### src/rtl/bus_stall_injector.sv
// Per-channel bus wait-state injector: zero, fixed or LFSR-random stalls per request.
// Define BUS_STALL_INJECTOR_CHECK_EN to build the address/request-stability checker and sticky err flags.
module bus_stall_injector_ch #(
  parameter int          ADDR_W = 32,
  parameter int          DATA_W = 32,
  parameter int          WAIT_W = 3,
  parameter logic [15:0] SEED   = 16'hACE1
) (
  input  logic              clk,
  input  logic              rst_n,
  input  logic              m_read,
  input  logic              m_write,
  input  logic [ADDR_W-1:0] m_addr,
  input  logic [1:0]        cfg_mode,
  input  logic [WAIT_W-1:0] cfg_wait,
  input  logic [DATA_W-1:0] s_rddata,
  input  logic              err_clr,
  output logic              m_stall,
  output logic              s_write,
  output logic [DATA_W-1:0] m_rddata,
  output logic              err
);
  typedef enum logic {ST_IDLE, ST_WAIT} state_t;

  state_t            state;
  logic [WAIT_W-1:0] cnt, n;
  logic [15:0]       lfsr;
  logic              req, wr_q, accept, done, is_wr;

  always_ff @(posedge clk or negedge rst_n) begin
    if (!rst_n) lfsr <= SEED;
    else        lfsr <= {lfsr[14:0], lfsr[15] ^ lfsr[13] ^ lfsr[12] ^ lfsr[10]};
  end

  always_comb begin
    n = '0;
    case (cfg_mode)
      2'd1:    n = cfg_wait;
      2'd2:    n = lfsr[WAIT_W-1:0] & cfg_wait;
      default: n = '0;
    endcase
  end

  assign req    = m_read | m_write;
  assign accept = (state == ST_IDLE) && req && (n != '0);
  assign done   = ((state == ST_IDLE) && req && (n == '0)) || ((state == ST_WAIT) && (cnt == '0));
  // Zero-wait accepts take the live strobe; waited ones use the type latched at accept.
  assign is_wr  = (state == ST_IDLE) ? m_write : wr_q;

  assign m_stall = rst_n & (accept || ((state == ST_WAIT) && (cnt != '0)));
  assign s_write = rst_n & done & is_wr;

  always_ff @(posedge clk or negedge rst_n) begin
    if (!rst_n) begin
      state    <= ST_IDLE;
      cnt      <= '0;
      wr_q     <= 1'b0;
      m_rddata <= '0;
    end else begin
      case (state)
        ST_IDLE: if (accept) begin
          state <= ST_WAIT;
          cnt   <= n - WAIT_W'(1);
          wr_q  <= m_write;
        end
        default: if (cnt == '0) state <= ST_IDLE;
                 else           cnt   <= cnt - WAIT_W'(1);
      endcase
      if (done && !is_wr) m_rddata <= s_rddata;
    end
  end

`ifdef BUS_STALL_INJECTOR_CHECK_EN
  logic [ADDR_W-1:0] addr_q;
  logic              viol;

  assign viol = (state == ST_WAIT) && (!req || (m_addr != addr_q));

  always_ff @(posedge clk or negedge rst_n) begin
    if (!rst_n) begin
      addr_q <= '0;
      err    <= 1'b0;
    end else begin
      if (accept) addr_q <= m_addr;
      if (viol)         err <= 1'b1;
      else if (err_clr) err <= 1'b0;
    end
  end
`else
  logic unused_chk;
  assign unused_chk = ^{m_addr, err_clr};
  assign err        = 1'b0;
`endif
endmodule

module bus_stall_injector #(
  parameter int          NUM_CH    = 2,
  parameter int          ADDR_W    = 32,
  parameter int          DATA_W    = 32,
  parameter int          WAIT_W    = 3,
  parameter logic [15:0] LFSR_SEED = 16'hACE1
) (
  input  logic                     clk,
  input  logic                     rst_n,
  input  logic [NUM_CH-1:0]        m_read,
  input  logic [NUM_CH-1:0]        m_write,
  input  logic [NUM_CH*ADDR_W-1:0] m_addr,
  output logic [NUM_CH-1:0]        m_stall,
  output logic [NUM_CH*DATA_W-1:0] m_rddata,
  input  logic [NUM_CH*DATA_W-1:0] s_rddata,
  output logic [NUM_CH-1:0]        s_write,
  input  logic [NUM_CH*2-1:0]      cfg_mode,
  input  logic [NUM_CH*WAIT_W-1:0] cfg_wait,
  output logic [NUM_CH-1:0]        err,
  input  logic [NUM_CH-1:0]        err_clr
);
  for (genvar c = 0; c < NUM_CH; c++) begin : g_ch
    bus_stall_injector_ch #(
      .ADDR_W (ADDR_W),
      .DATA_W (DATA_W),
      .WAIT_W (WAIT_W),
      .SEED   (16'(LFSR_SEED + c))
    ) u_ch (
      .clk      (clk),
      .rst_n    (rst_n),
      .m_read   (m_read[c]),
      .m_write  (m_write[c]),
      .m_addr   (m_addr[c*ADDR_W +: ADDR_W]),
      .cfg_mode (cfg_mode[c*2 +: 2]),
      .cfg_wait (cfg_wait[c*WAIT_W +: WAIT_W]),
      .s_rddata (s_rddata[c*DATA_W +: DATA_W]),
      .err_clr  (err_clr[c]),
      .m_stall  (m_stall[c]),
      .s_write  (s_write[c]),
      .m_rddata (m_rddata[c*DATA_W +: DATA_W]),
      .err      (err[c])
    );
  end
endmodule

### config.mk
export PLATFORM = sky130hd
export DESIGN_NAME = bus_stall_injector
export DESIGN_NICKNAME = d
export VERILOG_FILES = /design/src/rtl/bus_stall_injector.sv
export SDC_FILE = /design/constraint.sdc
export NUM_CORES = 1
export LEC_CHECK = 0
export ABC_AREA = 1
export BUFFER_PORTS_ARGS = -buffer_cell sky130_fd_sc_hd__buf_2
export CAP_MARGIN = 20
export CORE_MARGIN = 5
export CORE_UTILIZATION = 46
export CTS_CLUSTER_SIZE = 40
export DETAILED_ROUTE_END_ITERATION = 8
export GPL_TIMING_DRIVEN = 0
export HOLD_SLACK_MARGIN = 0.03
export PLACE_DENSITY = 0.8
export RECOVER_POWER = 25
export SKIP_LAST_GASP = 1
export SYNTH_ARGS = -nofsm -noshare
export SYNTH_HDL_FRONTEND = slang
export SYNTH_SLANG_ARGS = --single-unit
export TNS_END_PERCENT = 50
### constraint.sdc
create_clock -name clk -period 2.2 [get_ports clk]
set_clock_uncertainty 0.15 [all_clocks]
set_input_delay 0.33 -clock clk [delete_from_list [all_inputs] [get_ports clk]]
set_output_delay 0.33 -clock clk [all_outputs]
set_load 0.1 [all_outputs]
; Word level (Yosys, flattened, before mapping)
; Index checks and enable logic that the tools add are counted.
[op_classes]
eq_ne = 6
bitwise_logic = 18
addsub = 4
n_mux = 16
n_reduce_logical = 32
[ops]
columns = operator, n
row1 = 3-bit two-way mux, 6
row2 = 1-bit logical AND, 12
row3 = 3-bit logical NOT, 4
row4 = 3-bit one-hot mux with 2 select lines, 2
row5 = 3-bit nonzero test, 4
row6 = 3-bit by 1-bit subtractor with 3-bit output (second input constant), 4
row7 = 1-bit two-way mux, 8
row8 = 2-bit AND reduction, 4
row9 = 1-bit AND, 6
row10 = 3-bit AND, 2
row11 = 1-bit bitwise XOR, 6
row12 = 2-bit by 1-bit == test with 1-bit output (second input constant), 2
row13 = 2-bit == test (second input constant), 2
row14 = 1-bit logical OR, 4
row15 = 2-bit != test (second input constant), 2
row16 = 2-bit nonzero test, 2
row17 = 1-bit logical NOT, 2
row18 = 1-bit NOT, 2
row19 = 1-bit OR, 2
[totals]
input_bits = 146
output_inout_bits = 70
regBits = 106
word_cells = 86

; Longest topological paths before layout
[depth]
word_depth = 7
mapped_depth = 13
mapped_depth_nobuf = 13

; Modules after synthesis
; Synthesis repeated with hierarchy kept, for this count alone.
[hier_totals]
cells_unflattened = 456
area_unflattened_um2 = 4419.2
[modules_own_cells]
columns = mod, n_inst, area_each_um2, seq_area_each_um2, cells_per_inst
row1 = bus_stall_injector_ch, 2, 2209.6, 1336.3, 228

; Worst setup path after synthesis
; No wires, ideal clock.
[synth_timing]
kind = input to output
startpoint = input cfg_mode[2]
endpoint = output s_write[1]
n_path_buf = 2
setup_slack_ns = 0.123
cell_stages = 10
required_time_ns = 1.720
arrival_time_ns = 1.597
cell_sequence = inv_1 -> ha_1 -> nor2_1 -> nand2_1 -> nand4_2 -> nand2_4 -> buf_4 -> nand2_1 -> nor2_1 -> buf_4
[synth_between]
elab_chain_cells = 7
word_cells_on_any_way = 8
cone_classes = eq/ne: 2 / mux: 1 / bitwise: 2 / reduce/logical: 3
[synth_lines]
columns = element, line
row1 = start: declaration, 112  ; input logic [NUM_CH*2-1:0] cfg_mode,
row2 = 2-bit == test / 2-bit by 1-bit == test with 1-bit output (equally long branches), 37  ; case (cfg_mode)
row3 = 3-bit one-hot mux with 2 select lines *, 37
row4 = 3-bit logical NOT *, 46  ; assign done = ((state == ST_IDLE) && req && (n == '0)) || ((state == ST_WAIT) && (cnt == '0));
row5 = 1-bit logical AND *, 46
row6 = 1-bit logical OR *, 46
row7 = 1-bit AND * (2 in a row), 51  ; assign s_write = rst_n & done & is_wr;
row8 = end: declaration, 111  ; output logic [NUM_CH-1:0] s_write,
; Every way passes the cells marked *; elsewhere a longest branch is shown, timed or not.

; Final worst setup path
[layout_timing]
startpoint = register g_ch[0].u_ch.state
endpoint = output s_write[0]
[layout_between]
elab_chain_cells = 6
word_cells_on_any_way = 8
cone_classes = mux: 1 / bitwise: 3 / reduce/logical: 4
[layout_lines]
columns = element, line
row1 = start: declaration, 25  ; state_t state;
row2 = start signal: assignment, 55  ; state <= ST_IDLE;
row3 = start signal: assignment, 62  ; state <= ST_WAIT;
row4 = start signal: assignment, 66  ; default: if (cnt == '0) state <= ST_IDLE;
row5 = 1-bit NOT (no source line), -
row6 = 1-bit logical AND (2 in a row), 46
row7 = 1-bit logical OR, 46
row8 = 1-bit AND, 51
row9 = 1-bit AND *, 51
; Marks and branches as above.

==> results.md <==
* Final Max Slew Viols at 0
* Setup slack after placement at -0.384 ns
* Initial Utilization at 0.470
* CTS max path bufs at 2
* WL met1 at 4.50 mm
* Die area at 11500 um^2
* PnR worst setup slack at 0.0174 ns
* Unrepaired setup endpoints after global routing: true
* Met2 WL at 5.69 mm
* Mapped Area at 4340 um^2
* ANT nets after route at 0
* Share of the synthesized area in the top cell type at 0.519
* Slew HR at 0.652
* Row count at 35
* Final-report hold violation count at 0
* Worst Path Required at 1.72 ns
* Critical Path Most Common Cell: nand2_1
* Final worst-path cycle share at 0.992
* Area leader, netlist: dfrtp_1
* Minimum clock period at 2.18 ns
* Crit path kind: flip-flop to output pin
* Crit path buffers/inverters at 3
* Depth of the CTS H-tree at 3
* Number of global-route vias before repair at 3760
* Synth-to-Final Area Change at 36.5%
* Highest Signal Layer: met4
* Crit-path slowest cell: dfrtp_2
* I/O pin cnt at 216
* Yosys cell types at 21
* Root buffer cell: clkbuf_8
* Critical-path maximum fanout at 8
* Worst r2r dst: g_ch[1].u_ch.m_rddata[24]
* Yosys reg bits at 106
* Sequential-to-total area share from yosys stat at 0.616
* Hold Startpoint: s_rddata[38]
* Synth Instances at 459
* R2R cell count at 10
* Largest net degree at the start of global routing at 49
* WL per Instance at 14.2 um
* Critical Path Max Stage Delay at 0.44 ns
* Antenna Diode Count at 0
* DR iter-0 viols at 223
* Util after Layout at 0.641
* Antenna violations before repair at 0
* 1st-pass router iterations at 4
* Fillers at 743
* Syn Area/Cell at 9.46 um^2
* Die span in x at 107 um
* Core Region at 9240 um^2
* Routed WL at 11.0 mm
* Worst-path cell chain: inv_4 -> nand2_1 -> nand2_2 -> nand4_4 -> nand2_4 -> nand2_1 -> nor2_1 -> buf_4 -> buf_12
* Vias at 3753
* Reg-to-Reg Start: g_ch[1].u_ch.lfsr[1]
* Status: complete, no violations
* Worst slew pin tran at 0.526 ns
* R2R Setup Slk at 0.31 ns
* Startpoint Class: flip-flop
* Via/cell ratio at 4.81
* First-pass GRT wire length at 17.9 mm
* Ys Warns at 0
* Layout cell share with drive strength beyond 1 at 0.375
* Num CTS Buffers at 9
* CP delay by family, top: simple AND/OR/NAND/NOR gates
* Hold Path Depth at 3
* IO buf count at 147
* Clock Sink Count at 106
* DRC Markers at 0
* Total gr overflow at 0
* CTS tree: yes
* Max Cap Viol at 0
* Worst Hold Class: input port to flip-flop
* Routability cong. at 0.815
* Synth area leaders: dfrtp_1 52%, nand2_1 16%, dfstp_2 9.7%
* Crit. End Element: output pin
* Highest clock rate at 458 MHz
* Setup violations, final at 0
* Clock Latency Late Sink at 0.36 ns
* Hold WS at 0.0449 ns
* WL met3 at 552 um
* Nets at 798
* Worst Hold End: g_ch[1].u_ch.m_rddata[6]
* Detailed Place HPWL at 7.38 mm
* Overall Global Routing Usage at 0.194
* Clock slew at reported path FFs at 0.10 ns
* CP Data Arrival Time at 1.70 ns
* Die Y at 107 um
[flip-flops by register name, indices dropped and copies added, names as in the netlist]
name                flops
g_ch.u_ch.cnt           6
g_ch.u_ch.lfsr         32
g_ch.u_ch.m_rddata     64
g_ch.u_ch.state         2
g_ch.u_ch.wr_q          2
[metrics by stage]
stage	cells	TNS, ns	area (um^2)
after floorplan	460	0	4340
after global placement	736	-45.17	5240
after detailed placement	737	-1.17	5270
after CTS	772	-0.0321	5810
after global routing	780	-0.389	5920
final	780	0	5920
[repair_timing]
item / CTS / global route
pin swaps: 2 / 5
hold endpoints to repair: 54 / 0
hold buffers: 17 / 0
gates resized for setup: 30 / 13
setup endpoints to repair: 4 / 4
setup buffers: 6 / 8
[routing by layer]
layer  GRT usage  up-vias
li1            -     1822
met1       0.249     1790
met2       0.331      118
met3      0.0283       23
met4      0.0776        0
met5           0        -
[tightest hold or removal path: stages]
cell     delay [ns]
buf_2          0.07
nand3_1        0.06
nand2_1        0.06
[worst max path at each step]
stage                                    start         end  slack, ns  depth (start not counted)
after floorplan                    cfg_mode[2]  s_write[1]       0.12                         10
after global placement                   rst_n  m_stall[0]      -1.32                          5
after detailed placement           cfg_mode[2]  s_write[1]      -0.38                         12
after CTS                   g_ch[1].u_ch.state  s_write[1]      -0.02                          7
after global routing      g_ch[1].u_ch.lfsr[0]  s_write[1]      -0.12                          9
final                       g_ch[0].u_ch.state  s_write[0]       0.02                          9
[synthesized netlist by cell type]
cell	instances
nand4_2	2
buf_4	10
conb_1	1
ha_1	6
dfstp_2	16
buf_6	6
o211ai_1	2
buf_2	6
a21oi_1	2
nand3_1	75
xnor2_1	4
inv_2	4
nand2_1	190
o21ai_0	7
nand2_2	1
xor2_1	2
clkbuf_4	2
inv_1	19
nand2_4	4
dfrtp_1	90
nor2_1	10
[final cells by class]
type | count | area (um^2) | area share
Buffer | 20 | 163 | 0.0275
Clock buffer | 9 | 124 | 0.0209
Clock inverter | 7 | 86.3 | 0.0146
Inverter | 23 | 93.8 | 0.0158
Multi-Input combinational cell | 307 | 1480 | 0.249
Sequential cell | 106 | 2680 | 0.452
Tap cell | 129 | 161 | 0.0272
Timing Repair Buffer | 179 | 1140 | 0.193
[placed cells by master, fill, tap and decap left out, drive strengths merged, types with 3 or more instances in the layout]
cell         instances
buf                183
clkbuf              11
clkinv               3
dfrtp               90
dfstp               16
dlygate4sd3         14
ha                   6
inv                 25
nand2              195
nand3               75
nor2                10
o21ai                7
xnor2                4
[cell families (layout without fill, tap and decap cells)]
kind of cell / count (synthesis) / count (layout) / share of synthesized area
XOR/XNOR: 6 / 6 / 0.0121
adder cells (fa/ha/maj): 6 / 6 / 0.0173
flip-flops: 106 / 106 / 0.616
AO/OA/AOI/OAI: 11 / 11 / 0.0138
other: 1 / 2 / 0.000864
AND/OR/NAND/NOR: 282 / 282 / 0.277
buffers and inverters: 47 / 238 / 0.0631
Power is left out: the tool's default activity adds up to more than one toggle a clock period on the data nets, which glitch-free logic cannot reach.
